### src/rtl/fetch_ifid_unit_if.sv
// Fetch-stage bus bundle: hazard-unit controls, EX redirect, instruction
// memory port, decode-side IF/ID outputs and the debug event counters.
interface fetch_ifid_unit_if #(
  parameter int AWIDTH = 32,
  parameter int DWIDTH = 32
);
  // Pipeline control from the hazard unit
  logic              stall_if;
  logic              ifid_wren;
  logic              ifid_flush;

  // EX-stage redirect
  logic              e_br_taken;
  logic [AWIDTH-1:0] e_br_target;

  // Instruction memory (combinational read of imem_addr)
  logic [AWIDTH-1:0] imem_addr;
  logic [DWIDTH-1:0] imem_data;

  // Fetch-stage observation
  logic [AWIDTH-1:0] f_pc;
  logic [DWIDTH-1:0] f_insn;

  // IF/ID register towards decode
  logic [AWIDTH-1:0] d_pc;
  logic [DWIDTH-1:0] d_insn;
  logic              d_valid;

  // Saturating performance counters
  logic [31:0]       stall_cnt;
  logic [31:0]       flush_cnt;

  // The fetch unit itself
  modport slave (
    input  stall_if, ifid_wren, ifid_flush,
    input  e_br_taken, e_br_target,
    input  imem_data,
    output imem_addr,
    output f_pc, f_insn,
    output d_pc, d_insn, d_valid,
    output stall_cnt, flush_cnt
  );

  // Surrounding pipeline / memory model
  modport master (
    output stall_if, ifid_wren, ifid_flush,
    output e_br_taken, e_br_target,
    output imem_data,
    input  imem_addr,
    input  f_pc, f_insn,
    input  d_pc, d_insn, d_valid,
    input  stall_cnt, flush_cnt
  );
endinterface

### src/rtl/fetch_ifid_unit.sv
// RISC-V 5-stage front end: program counter, instruction-memory address,
// IF/ID pipeline register and saturating stall/flush event counters.
module fetch_ifid_unit #(
  parameter int                AWIDTH   = 32,
  parameter int                DWIDTH   = 32,
  parameter logic [AWIDTH-1:0] BASEADDR = 32'h0100_0000,
  parameter logic [DWIDTH-1:0] NOP_INSN = 32'h0000_0013
) (
  input  logic              clk,
  input  logic              reset,
  fetch_ifid_unit_if.slave  bus
);

  typedef enum logic {
    BOOT,
    RUN
  } state_t;

  state_t            state_q, state_d;
  logic              run_en;

  logic [AWIDTH-1:0] pc_q, pc_d;
  logic [AWIDTH-1:0] d_pc_q, d_pc_d;
  logic [DWIDTH-1:0] d_insn_q, d_insn_d;
  logic              d_valid_q, d_valid_d;
  logic [31:0]       stall_cnt_q, stall_cnt_d;
  logic [31:0]       flush_cnt_q, flush_cnt_d;

  // State register: BOOT after reset, then RUN until the next reset
  always_ff @(posedge clk) begin
    if (reset) begin
      state_q <= BOOT;
    end else begin
      state_q <= state_d;
    end
  end

  // Next state: BOOT lasts exactly one cycle
  always_comb begin
    state_d = state_q;
    case (state_q)
      BOOT:    state_d = RUN;
      RUN:     state_d = RUN;
      default: state_d = BOOT;
    endcase
  end

  // FSM output: pipeline controls are honoured only in RUN
  always_comb begin
    run_en = 1'b0;
    case (state_q)
      RUN:     run_en = 1'b1;
      default: run_en = 1'b0;
    endcase
  end

  // PC next state: redirect beats stall, otherwise sequential +4 (wraps)
  always_comb begin
    pc_d = pc_q;
    if (run_en) begin
      if (bus.e_br_taken) begin
        pc_d = {bus.e_br_target[AWIDTH-1:2], 2'b00};
      end else if (!bus.stall_if) begin
        pc_d = pc_q + AWIDTH'(4);
      end
    end
  end

  // PC register
  always_ff @(posedge clk) begin
    if (reset) begin
      pc_q <= BASEADDR;
    end else begin
      pc_q <= pc_d;
    end
  end

  // IF/ID next state: flush beats capture, otherwise hold
  always_comb begin
    d_pc_d    = d_pc_q;
    d_insn_d  = d_insn_q;
    d_valid_d = d_valid_q;
    if (run_en) begin
      if (bus.ifid_flush) begin
        d_pc_d    = pc_q;
        d_insn_d  = NOP_INSN;
        d_valid_d = 1'b0;
      end else if (bus.ifid_wren) begin
        d_pc_d    = pc_q;
        d_insn_d  = bus.imem_data;
        d_valid_d = 1'b1;
      end
    end
  end

  // IF/ID register
  always_ff @(posedge clk) begin
    if (reset) begin
      d_pc_q    <= BASEADDR;
      d_insn_q  <= NOP_INSN;
      d_valid_q <= 1'b0;
    end else begin
      d_pc_q    <= d_pc_d;
      d_insn_q  <= d_insn_d;
      d_valid_q <= d_valid_d;
    end
  end

  // Counter next state: count RUN cycles only, stick at all-ones
  always_comb begin
    stall_cnt_d = stall_cnt_q;
    flush_cnt_d = flush_cnt_q;
    if (run_en && bus.stall_if && (stall_cnt_q != '1)) begin
      stall_cnt_d = stall_cnt_q + 32'd1;
    end
    if (run_en && bus.ifid_flush && (flush_cnt_q != '1)) begin
      flush_cnt_d = flush_cnt_q + 32'd1;
    end
  end

  // Counter registers
  always_ff @(posedge clk) begin
    if (reset) begin
      stall_cnt_q <= '0;
      flush_cnt_q <= '0;
    end else begin
      stall_cnt_q <= stall_cnt_d;
      flush_cnt_q <= flush_cnt_d;
    end
  end

  // Outputs: memory address comes straight from the PC register
  assign bus.imem_addr = pc_q;
  assign bus.f_pc      = pc_q;
  assign bus.f_insn    = bus.imem_data;
  assign bus.d_pc      = d_pc_q;
  assign bus.d_insn    = d_insn_q;
  assign bus.d_valid   = d_valid_q;
  assign bus.stall_cnt = stall_cnt_q;
  assign bus.flush_cnt = flush_cnt_q;

endmodule
### src/flat_wrapper.sv
// flat-port wrapper written by rule: the top's interface ports become plain ports
module fetch_ifid_unit_flat 
#(
  parameter int                AWIDTH   = 32,
  parameter int                DWIDTH   = 32,
  parameter logic [AWIDTH-1:0] BASEADDR = 32'h0100_0000,
  parameter logic [DWIDTH-1:0] NOP_INSN = 32'h0000_0013
)
  (clk, reset, bus_stall_if, bus_ifid_wren, bus_ifid_flush, bus_e_br_taken, bus_e_br_target, bus_imem_data, bus_imem_addr, bus_f_pc, bus_f_insn, bus_d_pc, bus_d_insn, bus_d_valid, bus_stall_cnt, bus_flush_cnt);
  fetch_ifid_unit_if #(.AWIDTH(AWIDTH), .DWIDTH(DWIDTH)) bus_i ();
  input  logic clk;
  input  logic reset;
  input wire logic [$bits(bus_i.stall_if)-1:0] bus_stall_if;
  input wire logic [$bits(bus_i.ifid_wren)-1:0] bus_ifid_wren;
  input wire logic [$bits(bus_i.ifid_flush)-1:0] bus_ifid_flush;
  input wire logic [$bits(bus_i.e_br_taken)-1:0] bus_e_br_taken;
  input wire logic [$bits(bus_i.e_br_target)-1:0] bus_e_br_target;
  input wire logic [$bits(bus_i.imem_data)-1:0] bus_imem_data;
  output wire logic [$bits(bus_i.imem_addr)-1:0] bus_imem_addr;
  output wire logic [$bits(bus_i.f_pc)-1:0] bus_f_pc;
  output wire logic [$bits(bus_i.f_insn)-1:0] bus_f_insn;
  output wire logic [$bits(bus_i.d_pc)-1:0] bus_d_pc;
  output wire logic [$bits(bus_i.d_insn)-1:0] bus_d_insn;
  output wire logic [$bits(bus_i.d_valid)-1:0] bus_d_valid;
  output wire logic [$bits(bus_i.stall_cnt)-1:0] bus_stall_cnt;
  output wire logic [$bits(bus_i.flush_cnt)-1:0] bus_flush_cnt;
  assign bus_i.stall_if = bus_stall_if;
  assign bus_i.ifid_wren = bus_ifid_wren;
  assign bus_i.ifid_flush = bus_ifid_flush;
  assign bus_i.e_br_taken = bus_e_br_taken;
  assign bus_i.e_br_target = bus_e_br_target;
  assign bus_i.imem_data = bus_imem_data;
  assign bus_imem_addr = bus_i.imem_addr;
  assign bus_f_pc = bus_i.f_pc;
  assign bus_f_insn = bus_i.f_insn;
  assign bus_d_pc = bus_i.d_pc;
  assign bus_d_insn = bus_i.d_insn;
  assign bus_d_valid = bus_i.d_valid;
  assign bus_stall_cnt = bus_i.stall_cnt;
  assign bus_flush_cnt = bus_i.flush_cnt;
  fetch_ifid_unit #(.AWIDTH(AWIDTH), .DWIDTH(DWIDTH), .BASEADDR(BASEADDR), .NOP_INSN(NOP_INSN)) u_core (.clk(clk), .reset(reset), .bus(bus_i));
endmodule
### config.mk
export PLATFORM = sky130hd
export DESIGN_NAME = fetch_ifid_unit_flat
export DESIGN_NICKNAME = d
export VERILOG_FILES = /design/src/rtl/fetch_ifid_unit_if.sv /design/src/rtl/fetch_ifid_unit.sv /design/src/flat_wrapper.sv
export SDC_FILE = /design/constraint.sdc
export NUM_CORES = 1
export LEC_CHECK = 0
export CORE_MARGIN = 10
export CORE_UTILIZATION = 48
export CTS_CLUSTER_SIZE = 8
export DETAILED_ROUTE_END_ITERATION = 10
export GPL_TIMING_DRIVEN = 0
export PLACE_DENSITY = 0.84
export REMOVE_ABC_BUFFERS = 1
export SLEW_MARGIN = 20
export SYNTH_ARGS = -nofsm -noshare
export SYNTH_HDL_FRONTEND = slang
export SYNTH_SLANG_ARGS = --single-unit
### constraint.sdc
create_clock -name clk -period 4.05 [get_ports clk]
set_input_delay 1.215 -clock clk [delete_from_list [all_inputs] [get_ports clk]]
set_output_delay 1.215 -clock clk [all_outputs]
set_load 0.05 [all_outputs]
==> report_table.html <==
<table>
<tr><th>Metric</th><th>Value</th></tr>
<tr><th colspan="2">Die</th></tr>
<tr><td>Placement row count</td><td>46</td></tr>
<tr><td>Die Span Y</td><td>about 150 um</td></tr>
<tr><td>I/O pin cnt</td><td>roughly 300</td></tr>
<tr><td>Die outline width</td><td>148.3 um</td></tr>
<tr><td>Initial Utilization</td><td>49.38%</td></tr>
<tr><td>Total Die Area</td><td>between 20,000 and 25,000 sq um</td></tr>
<tr><td>Area inside the core boundary</td><td>about 16,000 sq um</td></tr>
<tr><th colspan="2">Yosys</th></tr>
<tr><td>Average instance area after synthesis</td><td>7.997 sq um</td></tr>
<tr><td>Number of flip-flops and latches in the synthesized netlist</td><td>158</td></tr>
<tr><td>EDFF count, synth</td><td>0</td></tr>
<tr><td>Number of instances in the synthesized netlist</td><td>between 900 and 1,000</td></tr>
<tr><td>Number of synthesis warnings</td><td>0</td></tr>
<tr><td>Yosys cell types</td><td>59</td></tr>
<tr><td>Fraction of registers with async set/reset</td><td>0%</td></tr>
<tr><td>Synth Flop Type</td><td>sky130_fd_sc_hd__dfxtp_1</td></tr>
<tr><td>Area of the mapped netlist</td><td>approximately 7900 sq um</td></tr>
<tr><td>Sequential-to-total area share from yosys stat</td><td>roughly 40%</td></tr>
<tr><th colspan="2">Setup path</th></tr>
<tr><td>Endpoint type of the worst setup path</td><td>output pin</td></tr>
<tr><td>Worst setup path class</td><td>in2out</td></tr>
<tr><td>Largest stage delay on the critical path</td><td>slightly above 0.8 ns</td></tr>
<tr><td>Critical path cell sequence</td><td>clkdlybuf4s50_1 -&gt; clkdlybuf4s50_1</td></tr>
<tr><td>CP dominant cell by count</td><td>sky130_fd_sc_hd__clkdlybuf4s50_1</td></tr>
<tr><td>Arrival time worst endpoint</td><td>2.57 ns</td></tr>
<tr><td>Crit start category</td><td>input pin</td></tr>
<tr><td>Slowest library cell on the worst path</td><td>sky130_fd_sc_hd__clkdlybuf4s50_1</td></tr>
<tr><td>CP bufs+invs</td><td>2</td></tr>
<tr><td>Critical Path Fanout Max</td><td>2</td></tr>
<tr><td>Data required time at the worst endpoint</td><td>2.83 ns</td></tr>
<tr><td>Cell type group with the largest total delay on the critical path</td><td>buffers and inverters</td></tr>
<tr><th colspan="2">Timing</th></tr>
<tr><td>Final-report max-slew violation count</td><td>0</td></tr>
<tr><td>Worst slack on hold paths</td><td>roughly 0.45 ns</td></tr>
<tr><td>Number of setup violations in the final report</td><td>0</td></tr>
<tr><td>Worst max-slew margin expressed relative to the limit</td><td>between 20% and 30%</td></tr>
<tr><td>Highest clock rate</td><td>264.4 MHz</td></tr>
<tr><td>Final period demand of the worst path</td><td>3.782 ns</td></tr>
<tr><td>Unrepaired setup endpoints after global routing</td><td>no</td></tr>
<tr><td>Clock tree skew after final layout</td><td>around 0.012 ns</td></tr>
<tr><td>Tightest Pin Transition</td><td>1.099 ns</td></tr>
<tr><td>Crit share post-route</td><td>~93%</td></tr>
<tr><td>Endpoints failing hold</td><td>0</td></tr>
<tr><th colspan="2">Detailed routing</th></tr>
<tr><td>Number of design-rule violations left by the first detailed-router iteration</td><td>724</td></tr>
<tr><td>Number of routed nets with antenna violations</td><td>0</td></tr>
<tr><td>Post-Route WL</td><td>approximately 26,000 um</td></tr>
<tr><td>Routed wire per std cell</td><td>roughly 18 um</td></tr>
<tr><td>First-pass iteration count of the detailed router</td><td>5</td></tr>
<tr><td>Total DRC errors in the routed layout</td><td>0</td></tr>
<tr><td>Vias per inst</td><td>between 5 and 6</td></tr>
<tr><td>DR vias</td><td>about 7,900</td></tr>
<tr><th colspan="2">Flow run</th></tr>
<tr><td>Max-capacitance violation count</td><td>0</td></tr>
<tr><th colspan="2">Finish</th></tr>
<tr><td>Area growth syn-to-layout</td><td>40.35%</td></tr>
<tr><td>Number of nets in the layout</td><td>approximately 1,300</td></tr>
<tr><td>Share of cells above drive strength 1</td><td>under 10%</td></tr>
<tr><td>Post-layout util</td><td>69.31%</td></tr>
<tr><td>Fill count</td><td>about 1,300</td></tr>
<tr><th colspan="2">Global route</th></tr>
<tr><td>Number of antenna violations at the first check in global routing</td><td>1</td></tr>
<tr><td>Global routing usage summed across all routing layers</td><td>between 20% and 30%</td></tr>
<tr><td>Largest net degree at the start of global routing</td><td>90</td></tr>
<tr><td>Residual overflow from global routing</td><td>0</td></tr>
<tr><td>Vias in the first global route</td><td>~7,600</td></tr>
<tr><td>Global-route wire length before repair</td><td>40,990 um</td></tr>
<tr><th colspan="2">Clock network</th></tr>
<tr><td>CTS sink cnt</td><td>~160</td></tr>
<tr><td>Cell at the root of the clock tree</td><td>sky130_fd_sc_hd__clkbuf_16</td></tr>
<tr><td>Post-CTS Resized</td><td>0</td></tr>
<tr><td>TritonCTS clock tree</td><td>built</td></tr>
<tr><td>Source-to-sink clock delay at the later pin of the worst-skew pair</td><td>roughly 0.43 ns</td></tr>
<tr><td>H-tree Lvls</td><td>4</td></tr>
<tr><td>Number of CTS-inserted buffers</td><td>17</td></tr>
<tr><td>Number of buffers inserted to repair setup after CTS</td><td>0</td></tr>
<tr><td>Worst-case clock buffer depth</td><td>2</td></tr>
<tr><td>Reg clk slew, reported paths</td><td>approximately 0.070 ns</td></tr>
<tr><td>CTS Hold Bufs</td><td>0</td></tr>
<tr><th colspan="2">Pwr</th></tr>
<tr><td>Static leakage</td><td>around 3.7 nW</td></tr>
<tr><td>Power density over cell area</td><td>approximately 350 nW/um^2</td></tr>
<tr><td>Maximum vdd ir drop</td><td>between 0.2 and 0.3 mV</td></tr>
<tr><th colspan="2">Placement</th></tr>
<tr><td>HPWL after DPL</td><td>19,030 um</td></tr>
<tr><td>Final Wtd Congestion</td><td>between 0.8 and 0.9</td></tr>
<tr><td>Count of input and output buffers</td><td>286</td></tr>
<tr><th colspan="2">Hold path</th></tr>
<tr><td>Type of the tightest min-delay check</td><td>reg2reg</td></tr>
<tr><th colspan="2">Run status</th></tr>
<tr><td>Result of the run</td><td>complete, no violations</td></tr>
</table>
-- through the flow --
step	power, mW	cell area [sq um]	setup WS [ns]	TNS (ns)	cells
after floorplan	1.976	7138	0.4083	0	861
after global placement	2.331	10270	-4.695	-357.88	1363
after detailed placement	2.358	10500	0.2744	0	1374
after CTS	3.953	11090	0.2656	0	1406
after global routing	4.062	11090	0.2451	0	1407
final	3.927	11090	0.2677	0	1407
-- report_power, final --
group          internal, mW  switching (mW)  total (mW)  leakage (nW)
Clock                 0.887           0.718        1.60         0.281
Combinational         0.238           0.439       0.676          2.16
Sequential             1.59          0.0547        1.65          1.28
-- layout make-up --
class | instances | area [sq um] | area share, %
Clock buffer | 18 | 439.2 | 3.960
Clock inverter | 14 | 150.1 | 1.354
Timing Repair Buffer | 297 | 3045 | 27.46
Inverter | 11 | 41.29 | 0.3723
Sequential cell | 158 | 3163 | 28.52
Tap cell | 216 | 270.3 | 2.437
Multi-Input combinational cell | 692 | 3978 | 35.87
Antenna cell | 1 | 2.502 | 0.02257
-- per-layer routing --
| layer | vias up | track usage [%] | routed length [um] |
|---|---|---|---|
| li1 | 3852 | - | - |
| met1 | 3752 | 26.04 | 10150 |
| met2 | 287 | 39.92 | 13200 |
| met3 | 29 | 6.887 | 2136 |
| met4 | 0 | 6.938 | 403 |
| met5 | - | 0 | 0 |
-- placed cells by master, fill, tap and decap left out, types with 17 or more instances in the layout --
| master | instances |
|---|---|
| sky130_fd_sc_hd__clkbuf_16 | 17 |
| sky130_fd_sc_hd__nor4_1 | 17 |
| sky130_fd_sc_hd__and3_1 | 20 |
| sky130_fd_sc_hd__a21oi_1 | 73 |
| sky130_fd_sc_hd__nor2_1 | 95 |
| sky130_fd_sc_hd__or3_1 | 24 |
| sky130_fd_sc_hd__dfxtp_1 | 158 |
| sky130_fd_sc_hd__a22oi_1 | 34 |
| sky130_fd_sc_hd__o21ai_0 | 38 |
| sky130_fd_sc_hd__nand4_1 | 33 |
| sky130_fd_sc_hd__nand3_1 | 44 |
| sky130_fd_sc_hd__nand2_1 | 120 |
| sky130_fd_sc_hd__xnor2_1 | 25 |
| sky130_fd_sc_hd__nor3_1 | 20 |
| sky130_fd_sc_hd__clkdlybuf4s50_1 | 284 |
-- flip-flops by register name (all words and copies together), names as in the netlist --
| signal | flops |
|---|---|
| u_core.bus.flush_cnt | 32 |
| u_core.bus.d_pc | 30 |
| u_core.bus.stall_cnt | 32 |
| u_core.bus.d_valid | 1 |
| u_core.state_q | 1 |
| u_core.bus.f_pc | 30 |
| u_core.bus.d_insn | 32 |
-- cell usage after synthesis (5+ instances only) --
| cell type | count | share of area, % |
|---|---|---|
| sky130_fd_sc_hd__dfxtp_1 | 158 | 40 |
| sky130_fd_sc_hd__nand2_1 | 120 | 5.7 |
| sky130_fd_sc_hd__nor2_1 | 96 | 4.6 |
| sky130_fd_sc_hd__a21oi_1 | 73 | 4.6 |
| sky130_fd_sc_hd__buf_4 | 68 | 6.5 |
| sky130_fd_sc_hd__clkbuf_1 | 56 | 2.7 |
| sky130_fd_sc_hd__nand3_1 | 44 | 2.8 |
| sky130_fd_sc_hd__o21ai_0 | 39 | 2.5 |
| sky130_fd_sc_hd__a22oi_1 | 34 | 3.2 |
| sky130_fd_sc_hd__nand4_1 | 33 | 2.6 |
| sky130_fd_sc_hd__xnor2_1 | 25 | 2.8 |
| sky130_fd_sc_hd__or3_1 | 24 | 1.9 |
| sky130_fd_sc_hd__nor3_1 | 21 | 1.3 |
| sky130_fd_sc_hd__and3_1 | 20 | 1.6 |
| sky130_fd_sc_hd__nor4_1 | 18 | 1.4 |
| sky130_fd_sc_hd__and4_1 | 12 | 1.3 |
| sky130_fd_sc_hd__a211oi_1 | 11 | 1.0 |
| sky130_fd_sc_hd__inv_1 | 10 | 0.48 |
| sky130_fd_sc_hd__nor2b_1 | 9 | 0.71 |
| sky130_fd_sc_hd__a31oi_1 | 8 | 0.63 |
| sky130_fd_sc_hd__mux2_2 | 8 | 1.1 |
| sky130_fd_sc_hd__and2_1 | 7 | 0.55 |
| sky130_fd_sc_hd__mux2i_1 | 7 | 0.89 |
| sky130_fd_sc_hd__o21a_1 | 7 | 0.67 |
| sky130_fd_sc_hd__o22ai_1 | 6 | 0.48 |
| sky130_fd_sc_hd__o31ai_1 | 6 | 0.57 |
| sky130_fd_sc_hd__a2111oi_0 | 5 | 0.55 |
| sky130_fd_sc_hd__a22o_1 | 5 | 0.55 |
-- path summary, 6_finish.rpt --
kind                                                  to  cells past startpoint  slack (ns)                start
worst max-delay path                      bus_f_insn[10]                      2        0.27    bus_imem_data[10]
worst min-delay path                 u_core.bus.d_pc[15]                      2        0.45  u_core.bus.d_pc[15]
worst max register to register  u_core.bus.flush_cnt[22]                      5        1.35       u_core.state_q
worst min register to register       u_core.bus.d_pc[15]                      2        0.45  u_core.bus.d_pc[15]
-- worst min-delay path, stage by stage (launching register included) --
cell,delay (ns)
sky130_fd_sc_hd__dfxtp_1,0.31
sky130_fd_sc_hd__nand2_1,0.05
sky130_fd_sc_hd__a21oi_1,0.05
-- cells by family after synthesis --
logic type	Yosys count	share of synthesized area, %
XOR/XNOR	28	3.104
flip-flops	158	40.03
other	1	0.04746
AO/OA/AOI/OAI	218	17.37
AND/OR/NAND/NOR	421	26.33
multiplexers	16	2.217
buffers and inverters	143	10.42
adder cells (fa/ha/maj)	3	0.4751
Note: power is estimated with default switching activity, not from simulation.
